==> src/rtl/mod_cnt_pkg.sv <==
// Shared types, default constants and the round-robin pick helper for the
// mod-N run scheduler and its counter core.
package mod_cnt_pkg;

  localparam int MOD_DEF = 9;
  localparam int CW_DEF  = 5;

  typedef enum logic [1:0] {
    IDLE,
    RUN,
    DONE
  } state_t;

  // First set request at or after ptr, wrapping within nreq requesters.
  function automatic logic [2:0] rr_pick(input logic [7:0] req,
                                         input logic [2:0] ptr,
                                         input int         nreq);
    logic [2:0] pick;
    logic       found;
    int         idx;
    pick  = ptr;
    found = 1'b0;
    for (int i = 0; i < 8; i++) begin
      idx = (int'(ptr) + i) % nreq;
      if (!found && i < nreq && req[3'(idx)]) begin
        pick  = 3'(idx);
        found = 1'b1;
      end
    end
    return pick;
  endfunction

endpackage

==> src/rtl/mod_n_core.sv <==
// Synchronous mod-MOD counter with clear (priority) and count enable.
module mod_n_core
  import mod_cnt_pkg::*;
#(
  parameter int MOD = MOD_DEF,
  parameter int CW  = CW_DEF
) (
  input  logic          clk,
  input  logic          rst,
  input  logic          clr,
  input  logic          en,
  output logic [CW-1:0] cnt
);

  localparam logic [CW-1:0] LAST = CW'(MOD - 1);

  // NOTE: sequential state uses non-blocking assignments so every register
  // samples its inputs from before the clock edge.
  always_ff @(posedge clk or posedge rst) begin
    if (rst) begin
      cnt <= '0;
    end else if (clr) begin
      cnt <= '0;
    end else if (en) begin
      cnt <= (cnt == LAST) ? '0 : cnt + 1'b1;
    end
  end

endmodule

==> src/rtl/mod9_run_sched.sv <==
// Round-robin scheduler granting one full mod-MOD counting run per grant.
// Optional feature macro: CNT_ABORT_EN (abort a run when its requester withdraws).
module mod9_run_sched
  import mod_cnt_pkg::*;
#(
  parameter int MOD  = MOD_DEF,
  parameter int NREQ = 2,
  parameter int CW   = CW_DEF
) (
  input  logic            clk,
  input  logic            rst,
  input  logic [NREQ-1:0] req,
  output logic [NREQ-1:0] gnt,
  output logic            busy,
  output logic [CW-1:0]   cnt,
  output logic            done,
  output logic [2:0]      done_id,
  output logic            abort
);

  localparam logic [CW-1:0] LAST = CW'(MOD - 1);

  state_t     state;
  logic [2:0] ptr;
  logic [2:0] winner;
  logic [2:0] pick;
  logic       clr;
  logic       en;

  assign pick = rr_pick(8'(req), ptr, NREQ);

`ifdef CNT_ABORT_EN
  // A completing run wins over a withdrawal on the same edge.
  logic withdraw;
  assign withdraw = ~|(req & gnt) && (cnt != LAST);
`endif

  always_comb begin
    // NOTE: defaults first so every path assigns and no latch is inferred.
    clr = 1'b1;
    en  = 1'b0;
    if (state == RUN) begin
      clr = 1'b0;
      en  = 1'b1;
`ifdef CNT_ABORT_EN
      if (withdraw) clr = 1'b1;
`endif
    end
  end

  mod_n_core #(.MOD(MOD), .CW(CW)) u_core (
    .clk (clk),
    .rst (rst),
    .clr (clr),
    .en  (en),
    .cnt (cnt)
  );

  always_ff @(posedge clk or posedge rst) begin
    if (rst) begin
      state   <= IDLE;
      gnt     <= '0;
      busy    <= 1'b0;
      done    <= 1'b0;
      done_id <= '0;
      abort   <= 1'b0;
      ptr     <= '0;
      winner  <= '0;
    end else begin
      done  <= 1'b0;
      abort <= 1'b0;
      case (state)
        IDLE: begin
          if (|req) begin
            winner <= pick;
            gnt    <= NREQ'(1) << pick;
            busy   <= 1'b1;
            state  <= RUN;
          end
        end
        RUN: begin
          if (cnt == LAST) begin
            gnt     <= '0;
            done    <= 1'b1;
            done_id <= winner;
            ptr     <= 3'((int'(winner) + 1) % NREQ);
            state   <= DONE;
          end
`ifdef CNT_ABORT_EN
          else if (withdraw) begin
            gnt   <= '0;
            abort <= 1'b1;
            ptr   <= 3'((int'(winner) + 1) % NREQ);
            state <= DONE;
          end
`endif
        end
        DONE: begin
          busy  <= 1'b0;
          state <= IDLE;
        end
        default: state <= IDLE;
      endcase
    end
  end

endmodule

==> config.mk <==
export PLATFORM = sky130hd
export DESIGN_NAME = mod9_run_sched
export DESIGN_NICKNAME = d
export VERILOG_FILES = /design/src/rtl/mod_cnt_pkg.sv /design/src/rtl/mod_n_core.sv /design/src/rtl/mod9_run_sched.sv
export SDC_FILE = /design/constraint.sdc
export NUM_CORES = 1
export LEC_CHECK = 0
export CORE_MARGIN = 1.5
export CORE_UTILIZATION = 49
export CTS_CLUSTER_SIZE = 40
export DETAILED_ROUTE_END_ITERATION = 10
export PLACE_DENSITY_LB_ADDON = 0.3
export RECOVER_POWER = 25
export SYNTH_ARGS = -nofsm -noshare
export SYNTH_HDL_FRONTEND = slang
export SYNTH_SLANG_ARGS = --single-unit
==> constraint.sdc <==
create_clock -name clk -period 2.05 [get_ports clk]
set_clock_uncertainty 0.05 [all_clocks]
set_input_delay 0.41 -clock clk [delete_from_list [all_inputs] [get_ports clk]]
set_output_delay 0.41 -clock clk [all_outputs]
set_load 0.02 [all_outputs]
Word-level counts from Yosys, hierarchy flattened --
Index checks and enable logic that the tools add are counted.
Storage, ports and cells: register bits after elaboration 19, bits of input ports 4, output and inout port bits 13, logic and storage cells 55
Cells by class: $add $sub $neg 3, order comparisons 2, eq/ne operators 6, shift operators 1, multiplexer cells 22, bitwise gates (word level) 2, reduce and logical (&&, ||, !) cells 11
Operators by type and width (number):
- 2-to-1 mux 5 bit | 3
- 2-to-1 mux 1 bit | 9
- 2-to-1 mux 2 bit | 4
- case mux 2 bit (2 select lines) | 2
- AND reduction 2 bit | 4
- 2-to-1 mux 3 bit | 2
- adder 5 x 1 -> 5 bit, second input constant | 1
- equality test 5 x 4 -> 1 bit, second input constant | 1
- < comparator 2 x 5 -> 1 bit, second input constant | 1
- < comparator 1 x 4 -> 1 bit, second input constant | 1
- != test 2 bit, second input constant | 2
- nonzero test 2 bit | 2
- AND reduction 3 bit | 1
- left shift 1 x 3 -> 2 bit, first input constant | 1
- adder 1 bit, second input constant | 2
- AND 1 bit, first input constant | 2
- binary-select mux 1 bit (select 2 bit) | 1
- equality test 2 x 1 -> 1 bit, second input constant | 1
- equality test 2 bit, second input constant | 1
- logical NOT 2 bit | 1
- != test 2 x 1 -> 1 bit, second input constant | 1
- case mux 1 bit (2 select lines) | 1
- OR reduction 2 bit | 1
- logical AND 1 bit | 1
- logical NOT 1 bit | 1

Depth between registers and ports, before layout --
Gate-level depths: netlist of run 1.
depth after elaboration 10, depth in mapped cells 5, mapped depth without buffers 5

Cells and area by module --
From an unflattened synthesis of run 1, not the netlist that was laid out.
Second synthesis, totals: cell total of the unflattened synthesis 67, area, all modules 745.7 um2
Modules (own cells, without submodules):
- mod9_run_sched | times used 1, cells each 37, area each 425.4 um2, seq. area each 225.2 um2
- mod_n_core | times used 1, cells each 30, area each 320.3 um2, seq. area each 125.1 um2

Worst setup path after synthesis of run 1 --
No wires, ideal clock.
path type register -> register, start point register u_core.cnt[0], end point register done_id[0], setup time 125 ps, arrival time 1300 ps, required time 1875 ps, setup slack 574 ps, stages on the path, launching flop included 6, path buffers 0, clock period less this slack 1476 ps, cells stage by stage dfrtp_1 -> inv_1 -> ha_1 -> nand4bb_4 -> nor2_4 -> mux2_4
On the way: word-level cells in the longest chain between the ends 2
RTL lines:
- start, declared | line mod_n_core.sv:12 | output logic [CW-1:0] cnt
- start signal, assigned | line mod_n_core.sv:25 | cnt <= (cnt == LAST) ? '0 : cnt + 1'b1;
- equality test 5 x 4 -> 1 bit | line mod9_run_sched.sv:82 | if (cnt == LAST) begin
- AND reduction 2 bit (no source line)
- end signal, assigned | line mod9_run_sched.sv:85 | done_id <= winner;
- end, declared | line mod9_run_sched.sv:17 | output logic [2:0] done_id,
Every way passes these cells. A chain may end at the register's enable or synchronous reset.

Worst setup path after layout of run 1 --
start point register u_core.cnt[3], end point output cnt[3]
RTL lines:
- end, declared | line mod9_run_sched.sv:15 | output logic [CW-1:0] cnt,
No word-level cell between the ends.

==> results of run 1 <==
-- cell usage after synthesis --
cell and instances:
ha_1 2, a21boi_0 1, nand2b_1 3, nand4bb_4 1, nor2_4 1, xnor2_1 1, o31ai_1 2, buf_4 3
a21oi_1 1, or3b_1 1, o21ai_0 2, dfrtp_1 14, conb_1 1, xor2_1 2, nand2_1 3, inv_1 5
nor2_1 9, nand3_1 3, mux2_4 1, a2bb2oi_1 1, buf_6 1
-- layer usage --
layer  vias up  global-route usage (%)
met1       191                    19.9
met4         0                    7.76
met3         0                    6.82
li1        210                       -
met2        13                    26.3
met5         -                       0
-- metrics by stage --
step	util [%]	worst slack, ns
after global placement	65.5	0.437
after global routing	67.4	0.170
after detailed placement	65.5	0.431
after floorplan	-	0.574
final	67.4	0.204
after CTS	67.4	0.197
-- worst max path at each step --
stage | startpoint | to | cells past startpoint
6_report | u_core.cnt[3]$_DFF_PP0_ | cnt[3] | 1
5_1_grt | u_core.cnt[3]$_DFF_PP0_ | cnt[3] | 1
4_1_cts | u_core.cnt[3]$_DFF_PP0_ | cnt[3] | 1
3_5_place_dp | req[0] | gnt[1]$_DFFE_PP0P_ | 4
3_3_place_gp | req[0] | winner[0]$_DFFE_PP0P_ | 4
2_1_floorplan | u_core.cnt[0]$_DFF_PP0_ | done_id[0]$_DFFE_PP0P_ | 5
-- power breakdown --
| part | internal (mW) | leakage (nW) | switching, mW |
|---|---|---|---|
| clock network | 0.0679 | 0.0138 | 0.0768 |
| registers | 0.385 | 0.171 | 0.101 |
| logic | 0.258 | 0.185 | 0.280 |
| total | 0.711 | 0.370 | 0.457 |
-- cells by family (layout without fill, tap and decap cells) --
| kind of cell | after synthesis | after routing | share of synthesized area, % |
|---|---|---|---|
| and+or+nand+nor | 21 | 21 | 19.6 |
| adders and majority gates | 2 | 2 | 3.88 |
| buffers and inverters | 9 | 21 | 8.14 |
| AOI/OAI and AO/OA | 7 | 7 | 7.17 |
| DFF | 14 | 14 | 54.3 |
| xor gates and xnor gates | 3 | 3 | 4.07 |
| other | 1 | 3 | 0.581 |
| muxes | 1 | 1 | 2.32 |
-- sequential cells by signal, summed over array words and instances, names as in the netlist --
name,flops
u_core.cnt,5
gnt,2
state,2
busy,1
done,1
done_id,1
ptr,1
winner,1
-- area by class of cell --
| type | count | area (µm²) | area share (%) |
|---|---|---|---|
| flip-flops and latches | 14 | 350 | 44.4 |
| multi-input cells | 37 | 250 | 31.7 |
| repair buffers | 13 | 130 | 16.5 |
| clock buffers | 3 | 22.5 | 2.85 |
| inverters | 5 | 18.8 | 2.38 |
| well taps | 14 | 17.5 | 2.22 |
==> metrics.md, run 1 <==
| Metric | Value |
|---|---|
| Arrival time at the worst endpoint | `~1.4 ns` |
| Final worst path period need | `around 1.8 ns` |
| Cell family with most CP delay | `buffers and inverters` |
| Fin crit share | `90.1%` |
| Via density | `4.81` |
| DRT Pass-1 Iters | `2` |
| Final setup viols | `0` |
| Seq cells post-synth | `14` |
| First-pass GRT wire length | `1.57 mm` |
| Crit end category | `output pin` |
| Top routing layer in use | `met3` |
| Max Root-Sink Buffers | `2` |
| Worst hold path type | `flop to flop` |
| Non-Filler Instances | `86` |
| Layout Nets | `80` |
| Mean Syn Cell Area | `11.1 µm²` |
| Placed standard-cell area | `767 µm²` |
| Clock root cell | `clkbuf_4` |
| Bufs and invs on worst path | `1` |
| VDD IR max | `between 0.7 and 0.8 mV` |
| # H-tree levels | `1` |
| Post-Syn Area | `~650 µm²` |
| P&R area growth vs syn | `22.3%` |
| DRT iter0 DRCs | `3` |
| Diodes inserted | `0` |
| Critical Path RT | `1.59 ns` |
| Total GRT Usage | `16.7%` |
| RSZ-0062 raised after global routing | `no` |
| Share of post-route cells with drive strength above 1 | `8.33%` |
| Die Y | `39.3 µm` |
| Synth area leaders | `dfrtp_1 (54%), nor2_1 (5.2%), nand4bb_4 (4.3%)` |
| Fin. max-slew vios | `0` |
| WL met1 | `between 500 and 600 µm` |
| Num CTS Buffers | `3` |
| Clock sinks | `14` |
| Wire length on met2 | `490 µm` |
| Worst Max-Slew Pin Slew | `0.520 ns` |
| Crit start category | `flop` |
| I/O pin count | `17` |
| Most common cell after layout, fill and taps aside | `dfrtp_1` |
| Netlist cell types | `21` |
| Synthesized instance count | `58` |
| # hold bufs at CTS | `0` |
| Worst hold margin | `around 0.44 ns` |
| PnR Total Power | `~1.2 mW` |
| Leakage power | `0.370 nW` |
| Resized Gates After CTS | `0` |
| Crit path largest cell delay | `between 0.6 and 0.7 ns` |
| Area of the die | `0.00154 mm²` |
| Routed vias | `414` |
| Hold Vio Cnt, Final | `0` |
| Number of remaining DRC errors | `0` |
| Port bufs | `13` |
| Initial core utilization | `between 50 and 60%` |
| FF-to-FF Start | `u_core.cnt[0]$_DFF_PP0_` |
| Worst setup path class | `flop to output pin` |
| Synth area leader | `dfrtp_1` |
| GR Overflow Total | `0` |
| Post-layout instance area | `between 700 and 800 µm²` |
| R2R cell count | `5` |
| Largest fanout on the critical path | `4` |
| Register area share after synthesis | `54.3%` |
| Worst-path cell chain | `clkdlybuf4s50_1` |
| Synth top area share | `54.3%` |
| Ys Warns | `0` |
| Worst Hold Path Cells | `1` |
| Status | `completed` |
| Relative slew slack | `about two thirds` |
| Layout fillers | `94` |
| CTS tree | `built` |
| Largest net degree at the start of global routing | `15` |
| Hold path startpoint | `winner[0]$_DFFE_PP0P_` |
| DR WL/cell | `12.1 µm` |
| P per Cell Area | `1480 mW/mm²` |
| Initial antenna violation count | `0` |
| Slowest CP cell | `clkdlybuf4s50_1` |
| Dpl cells | `83` |
| Skew-Pair Late Insertion Delay | `between 0.2 and 0.3 ns` |
| Commonest cells after routing, fill and taps aside | `dfrtp_1 (14), clkdlybuf4s50_1 (12), nor2_1 (9)` |
| Critical R2R Capture | `done_id[0]$_DFFE_PP0P_` |
| Fmax | `542 MHz` |
| R2R setup slack | `0.57 ns` |
| Row cnt | `12` |
| Clock-pin transition on the worst setup and hold timing paths | `0.08 ns` |
| Final estimated routing congestion in global placement | `0.716` |
| Vias in the first global route | `approximately 380` |
| Setup TNS | `0 ns` |
| Hold Path End | `ptr[0]$_DFFE_PP0P_` |
| Max cap viols | `0` |
| Final WL | `approximately 1.0 mm` |
| Die W | `slightly below 40 µm` |
| Final ANT Viol Nets | `0` |
| Postcts setup bufs | `0` |
| Core ar. | `around 0.0012 mm²` |
| WL met3 | `51 µm` |
(Power assumes the default switching activity.)
==> run 2: changes to the inputs <==
--- a/config.mk
+++ b/config.mk
@@ -9,6 +9,7 @@
 export CORE_UTILIZATION = 49
 export CTS_CLUSTER_SIZE = 40
 export DETAILED_ROUTE_END_ITERATION = 10
+export GPL_ROUTABILITY_DRIVEN = 1
 export PLACE_DENSITY_LB_ADDON = 0.3
 export RECOVER_POWER = 25
 export SYNTH_ARGS = -nofsm -noshare
==> constraint.sdc (replaced) <==
create_clock -name clk -period 2.3 [get_ports clk]
set_clock_uncertainty 0.05 [all_clocks]
set_input_delay 0.46 -clock clk [delete_from_list [all_inputs] [get_ports clk]]
set_output_delay 0.46 -clock clk [all_outputs]
set_load 0.02 [all_outputs]
==> run 2 against run 1 <==
  * First-iteration DRC count increased by 67%
  * Count of clock-buffer cells in the layout increased by 1
  * Clock power increased by 15%
  * Largest power group unchanged
  * Highest routed layer unchanged
==> metrics.md, run 2 (synthesized netlist as in run 1, its figures left out) <==
| Metric | Value |
|---|---|
| P&R area growth vs syn | `24.4%` |
| Bufs and invs on worst path | `1` |
| Vias in the first global route | `384` |
| P per Cell Area | `roughly 1300 mW/mm²` |
| Core ar. | `roughly 0.0012 mm²` |
| Dpl cells | `83` |
| Largest net degree at the start of global routing | `15` |
| Met3 GRT Util | `3.41%` |
| Die Y | `between 30 and 40 µm` |
| Leakage power | `between 0.3 and 0.4 nW` |
| Top reg by flops | `u_core.cnt` |
| Number of remaining DRC errors | `0` |
| Setup TNS | `0 ns` |
| Placed standard-cell area | `~770 µm²` |
| Area of the die | `0.00154 mm²` |
| First-pass GRT wire length | `roughly 1.6 mm` |
| Worst Setup Slack, final | `about 0.4 ns` |
| Crit path largest cell delay | `0.64 ns` |
| CTS tree | `built` |
| Layout fillers | `between 90 and 100` |
| Arrival time at the worst endpoint | `1.38 ns` |
| Skew-Pair Late Insertion Delay | `0.27 ns` |
| GR Overflow Total | `0` |
| Fmax | `529 MHz` |
| Critical Path RT | `1.79 ns` |
| Worst hold path type | `flop to flop` |
| Port bufs | `13` |
| Die W | `39.3 µm` |
| Worst-path cell chain | `clkdlybuf4s50_1` |
| Initial antenna violation count | `0` |
| Status | `completed` |
| Largest fanout on the critical path | `4` |
| Num CTS Buffers | `3` |
| Worst Max-Slew Pin Slew | `0.517 ns` |
| Resized Gates After CTS | `0` |
| Hold Vio Cnt, Final | `0` |
| Max Root-Sink Buffers | `2` |
| DRT iter0 DRCs | `5` |
| Final setup viols | `0` |
| Relative slew slack | `65.5%` |
| Via density | `4.87` |
| Clock root cell | `clkbuf_4` |
| Most common cell after layout, fill and taps aside | `dfrtp_1` |
| Postcts setup bufs | `0` |
| Commonest cells after routing, fill and taps aside | `dfrtp_1 (14), clkdlybuf4s50_1 (12), nor2_1 (9)` |
| Core Util, Final | `68.6%` |
| Post-layout instance area | `around 800 µm²` |
| Cell family with most CP delay | `buffers and inverters` |
| I/O pin count | `17` |
| # hold bufs at CTS | `0` |
| DR WL/cell | `about 12 µm` |
| Crit end category | `output pin` |
| Share of post-route cells with drive strength above 1 | `around a tenth` |
| GR Util met1 | `between 15 and 20%` |
| Layout Nets | `80` |
| RSZ-0062 raised after global routing | `no` |
| Routing usage on met2 | `26.7%` |
| Worst hold margin | `0.442 ns` |
| Max cap viols | `0` |
| Clock-pin transition on the worst setup and hold timing paths | `0.08 ns` |
| Final worst path period need | `1.89 ns` |
| Initial core utilization | `a little under three fifths` |
| Fin. max-slew vios | `0` |
| Clock sinks | `14` |
| Top flop regs | `u_core.cnt x5, gnt x2, state x2` |
| DP Worst Slack | `0.631 ns` |
| DRT Pass-1 Iters | `2` |
| VDD IR max | `0.624 mV` |
| GR peak layer | `met2` |
| Final ANT Viol Nets | `0` |
| # H-tree levels | `1` |
| Final WL | `~1.0 mm` |
| Final HPWL DP | `801 µm` |
| Fin crit share | `82.2%` |
| Routed vias | `424` |
| Non-Filler Instances | `between 80 and 90` |
| Worst setup path class | `flop to output pin` |
| Diodes inserted | `0` |
| Max FFs per register | `5` |
| Row cnt | `12` |
| Total GRT Usage | `16.1%` |
| Final estimated routing congestion in global placement | `0.716` |
| Crit start category | `flop` |
| Slowest CP cell | `clkdlybuf4s50_1` |
| PnR Total Power | `1.08 mW` |
## run 2: area by class of cell
cell class,count,area (µm²),area share (%)
Multi-Input combinational cell,37,250,31.2
Timing Repair Buffer,13,130,16.2
Clock buffer,4,36.3,4.52
Tap cell,14,17.5,2.18
Sequential cell,14,350,43.6
Inverter,5,18.8,2.34
## run 2: worst paths after layout
check,to,slack [ns],startpoint,cells after the start
max,cnt[3],0.41,u_core.cnt[3]$_DFF_PP0_,1
min,ptr[0]$_DFFE_PP0P_,0.44,winner[0]$_DFFE_PP0P_,1
max reg2reg,done_id[0]$_DFFE_PP0P_,0.83,u_core.cnt[0]$_DFF_PP0_,5
min reg2reg,ptr[0]$_DFFE_PP0P_,0.44,winner[0]$_DFFE_PP0P_,1
max in group asynchronous,u_core.cnt[1]$_DFF_PP0_,1.24,rst,2
min in group asynchronous,u_core.cnt[0]$_DFF_PP0_,0.61,rst,2
## run 2: power breakdown
part | leakage [nW] | switching (mW) | internal [mW]
Combinational | 0.185 | 0.248 | 0.230
Clock | 0.0210 | 0.0714 | 0.0961
Sequential | 0.171 | 0.0904 | 0.343
## run 2: per-layer routing
metal	wire length (µm)	share of wire, %
met1	495	48
met2	497	48
met3	47	4.5
met4	0	0
met5	0	0
==> run 3: changes to the inputs <==
--- a/config.mk
+++ b/config.mk
@@ -6,7 +6,7 @@
 export NUM_CORES = 1
 export LEC_CHECK = 0
 export CORE_MARGIN = 1.5
-export CORE_UTILIZATION = 49
+export CORE_UTILIZATION = 45
 export CTS_CLUSTER_SIZE = 40
 export DETAILED_ROUTE_END_ITERATION = 10
 export GPL_ROUTABILITY_DRIVEN = 1
==> constraint.sdc (replaced) <==
create_clock -name clk -period 1.9 [get_ports clk]
set_clock_uncertainty 0.05 [all_clocks]
set_input_delay 0.38 -clock clk [delete_from_list [all_inputs] [get_ports clk]]
set_output_delay 0.38 -clock clk [all_outputs]
set_load 0.02 [all_outputs]
==> run 3 against run 2 <==
  * First-iteration DRC count is 40% lower
  * Total power rose by 21%
  * Utilization down 7.5 points
  * Non-clock buffer count stayed put
  * Global-route usage about the same
  * Register-to-register slack got worse by 0.41 ns
  * Highest routed layer is now met4
  * Die area grew 8.2%
  * Count of clock-buffer cells in the layout is the same
  * Worst setup slack got worse by 0.31 ns
  * Largest power group unchanged
==> metrics.md, run 3 (synthesized netlist as in run 1, its figures left out) <==
| Metric | Value |
|---|---|
| Layout Nets | `80` |
| P&R area growth vs syn | `24.6%` |
| Final estimated routing congestion in global placement | `between 0.7 and 0.8` |
| Top reg by flops | `u_core.cnt` |
| RSZ-0062 raised after global routing | `no` |
| Non-Filler Instances | `slightly below 90` |
| DRT Pass-1 Iters | `3` |
| Worst Hold Path Cells | `1` |
| Via density | `around 4.6` |
| Largest net degree at the start of global routing | `15` |
| Fmax | `556 MHz` |
| Cell family with most CP delay | `buffers and inverters` |
| First-pass GRT wire length | `approximately 1.6 mm` |
| Core Util, Final | `61.1%` |
| Diodes inserted | `0` |
| Fin crit share | `94.7%` |
| Vias in the first global route | `375` |
| Share of post-route cells with drive strength above 1 | `9.59%` |
| Clock-pin transition on the worst setup and hold timing paths | `0.09 ns` |
| Hold Vio Cnt, Final | `0` |
| Worst hold margin | `between 0.4 and 0.5 ns` |
| P per Cell Area | `approximately 1600 mW/mm²` |
| Status | `completed` |
| Final WL | `1.03 mm` |
| Max Root-Sink Buffers | `2` |
| Final setup viols | `0` |
| Core ar. | `0.00132 mm²` |
| Initial antenna violation count | `0` |
| Skew-Pair Late Insertion Delay | `0.28 ns` |
| Die Y | `40.9 µm` |
| # hold bufs at CTS | `0` |
| Commonest cells after routing, fill and taps aside | `dfrtp_1 (14), clkdlybuf4s50_1 (12), nor2_1 (9)` |
| Largest fanout on the critical path | `4` |
| Leakage power | `0.377 nW` |
| Bufs and invs on worst path | `1` |
| DR WL/cell | `11.7 µm` |
| # H-tree levels | `1` |
| Final worst path period need | `1.80 ns` |
| GR Overflow Total | `0` |
| Critical Path RT | `approximately 1.5 ns` |
| Arrival time at the worst endpoint | `1.37 ns` |
| Max cap viols | `0` |
| Crit start category | `flop` |
| R2R cell count | `5` |
| Worst setup path class | `flop to output pin` |
| Routed vias | `409` |
| Worst Max-Slew Pin Slew | `0.507 ns` |
| Clock sinks | `14` |
| Setup TNS | `0 ns` |
| I/O pin count | `17` |
| Top flop regs | `u_core.cnt x5, gnt x2, state x2` |
| Die W | `40.9 µm` |
| Number of remaining DRC errors | `0` |
| WP depth | `1` |
| Relative slew slack | `66.2%` |
| CTS tree | `built` |
| Initial core utilization | `49.0%` |
| Fin. max-slew vios | `0` |
| Worst-path cell chain | `clkdlybuf4s50_1` |
| Port bufs | `13` |
| Final ANT Viol Nets | `0` |
| Dpl cells | `84` |
| Crit path largest cell delay | `0.64 ns` |
| Total GRT Usage | `16.1%` |
| Max FFs per register | `5` |
| Area of the die | `0.00167 mm²` |
| Clock root cell | `clkbuf_4` |
| Num CTS Buffers | `3` |
| Worst hold path type | `flop to flop` |
| Row cnt | `13` |
| Final HPWL DP | `761 µm` |
| DRT iter0 DRCs | `3` |
| Crit end category | `output pin` |
| PnR Total Power | `1.31 mW` |
| Postcts setup bufs | `0` |
| Most common cell after layout, fill and taps aside | `dfrtp_1` |
| VDD IR max | `0.797 mV` |
| Resized Gates After CTS | `0` |
| Slowest CP cell | `clkdlybuf4s50_1` |
run 3: worst paths after layout:
check | from | endpoint | slack (ns)
worst max-delay path | u_core.cnt[3]$_DFF_PP0_ | cnt[3] | 0.10
worst min-delay path | winner[0]$_DFFE_PP0P_ | ptr[0]$_DFFE_PP0P_ | 0.44
worst max register to register | u_core.cnt[0]$_DFF_PP0_ | done_id[0]$_DFFE_PP0P_ | 0.42
worst min register to register | winner[0]$_DFFE_PP0P_ | ptr[0]$_DFFE_PP0P_ | 0.44
max in group asynchronous | rst | u_core.cnt[1]$_DFF_PP0_ | 0.95
min in group asynchronous | rst | busy$_DFFE_PP0P_ | 0.50
run 3: layer usage:
layer  global-route usage [%]  vias to the layer above  wire length (µm)
li1                         -                      211                 -
met1                     20.1                      187               499
met2                     21.9                        7               465
met3                     6.52                        4                43
met4                     12.5                        0                25
met5                        0                        -                 0
run 3: layout make-up:
class	count	area, µm²
Clock buffer	4	36.3
Fill cell	117	513
Inverter	5	18.8
Multi-Input combinational cell	37	250
Sequential cell	14	350
Tap cell	15	18.8
Timing Repair Buffer	13	130
run 3: report_power, final:
group          internal, mW  switching [mW]
sequential            0.415           0.105
combinational         0.278           0.294
clock                 0.117          0.0989
run 3: through the flow:
stage                     setup slack [ns]  instance area [µm²]
after detailed placement             0.290                  768
after floorplan                      0.424                  653
after global placement               0.318                  768
final                                0.101                  805
after global routing                0.0539                  805
after CTS                           0.0862                  805
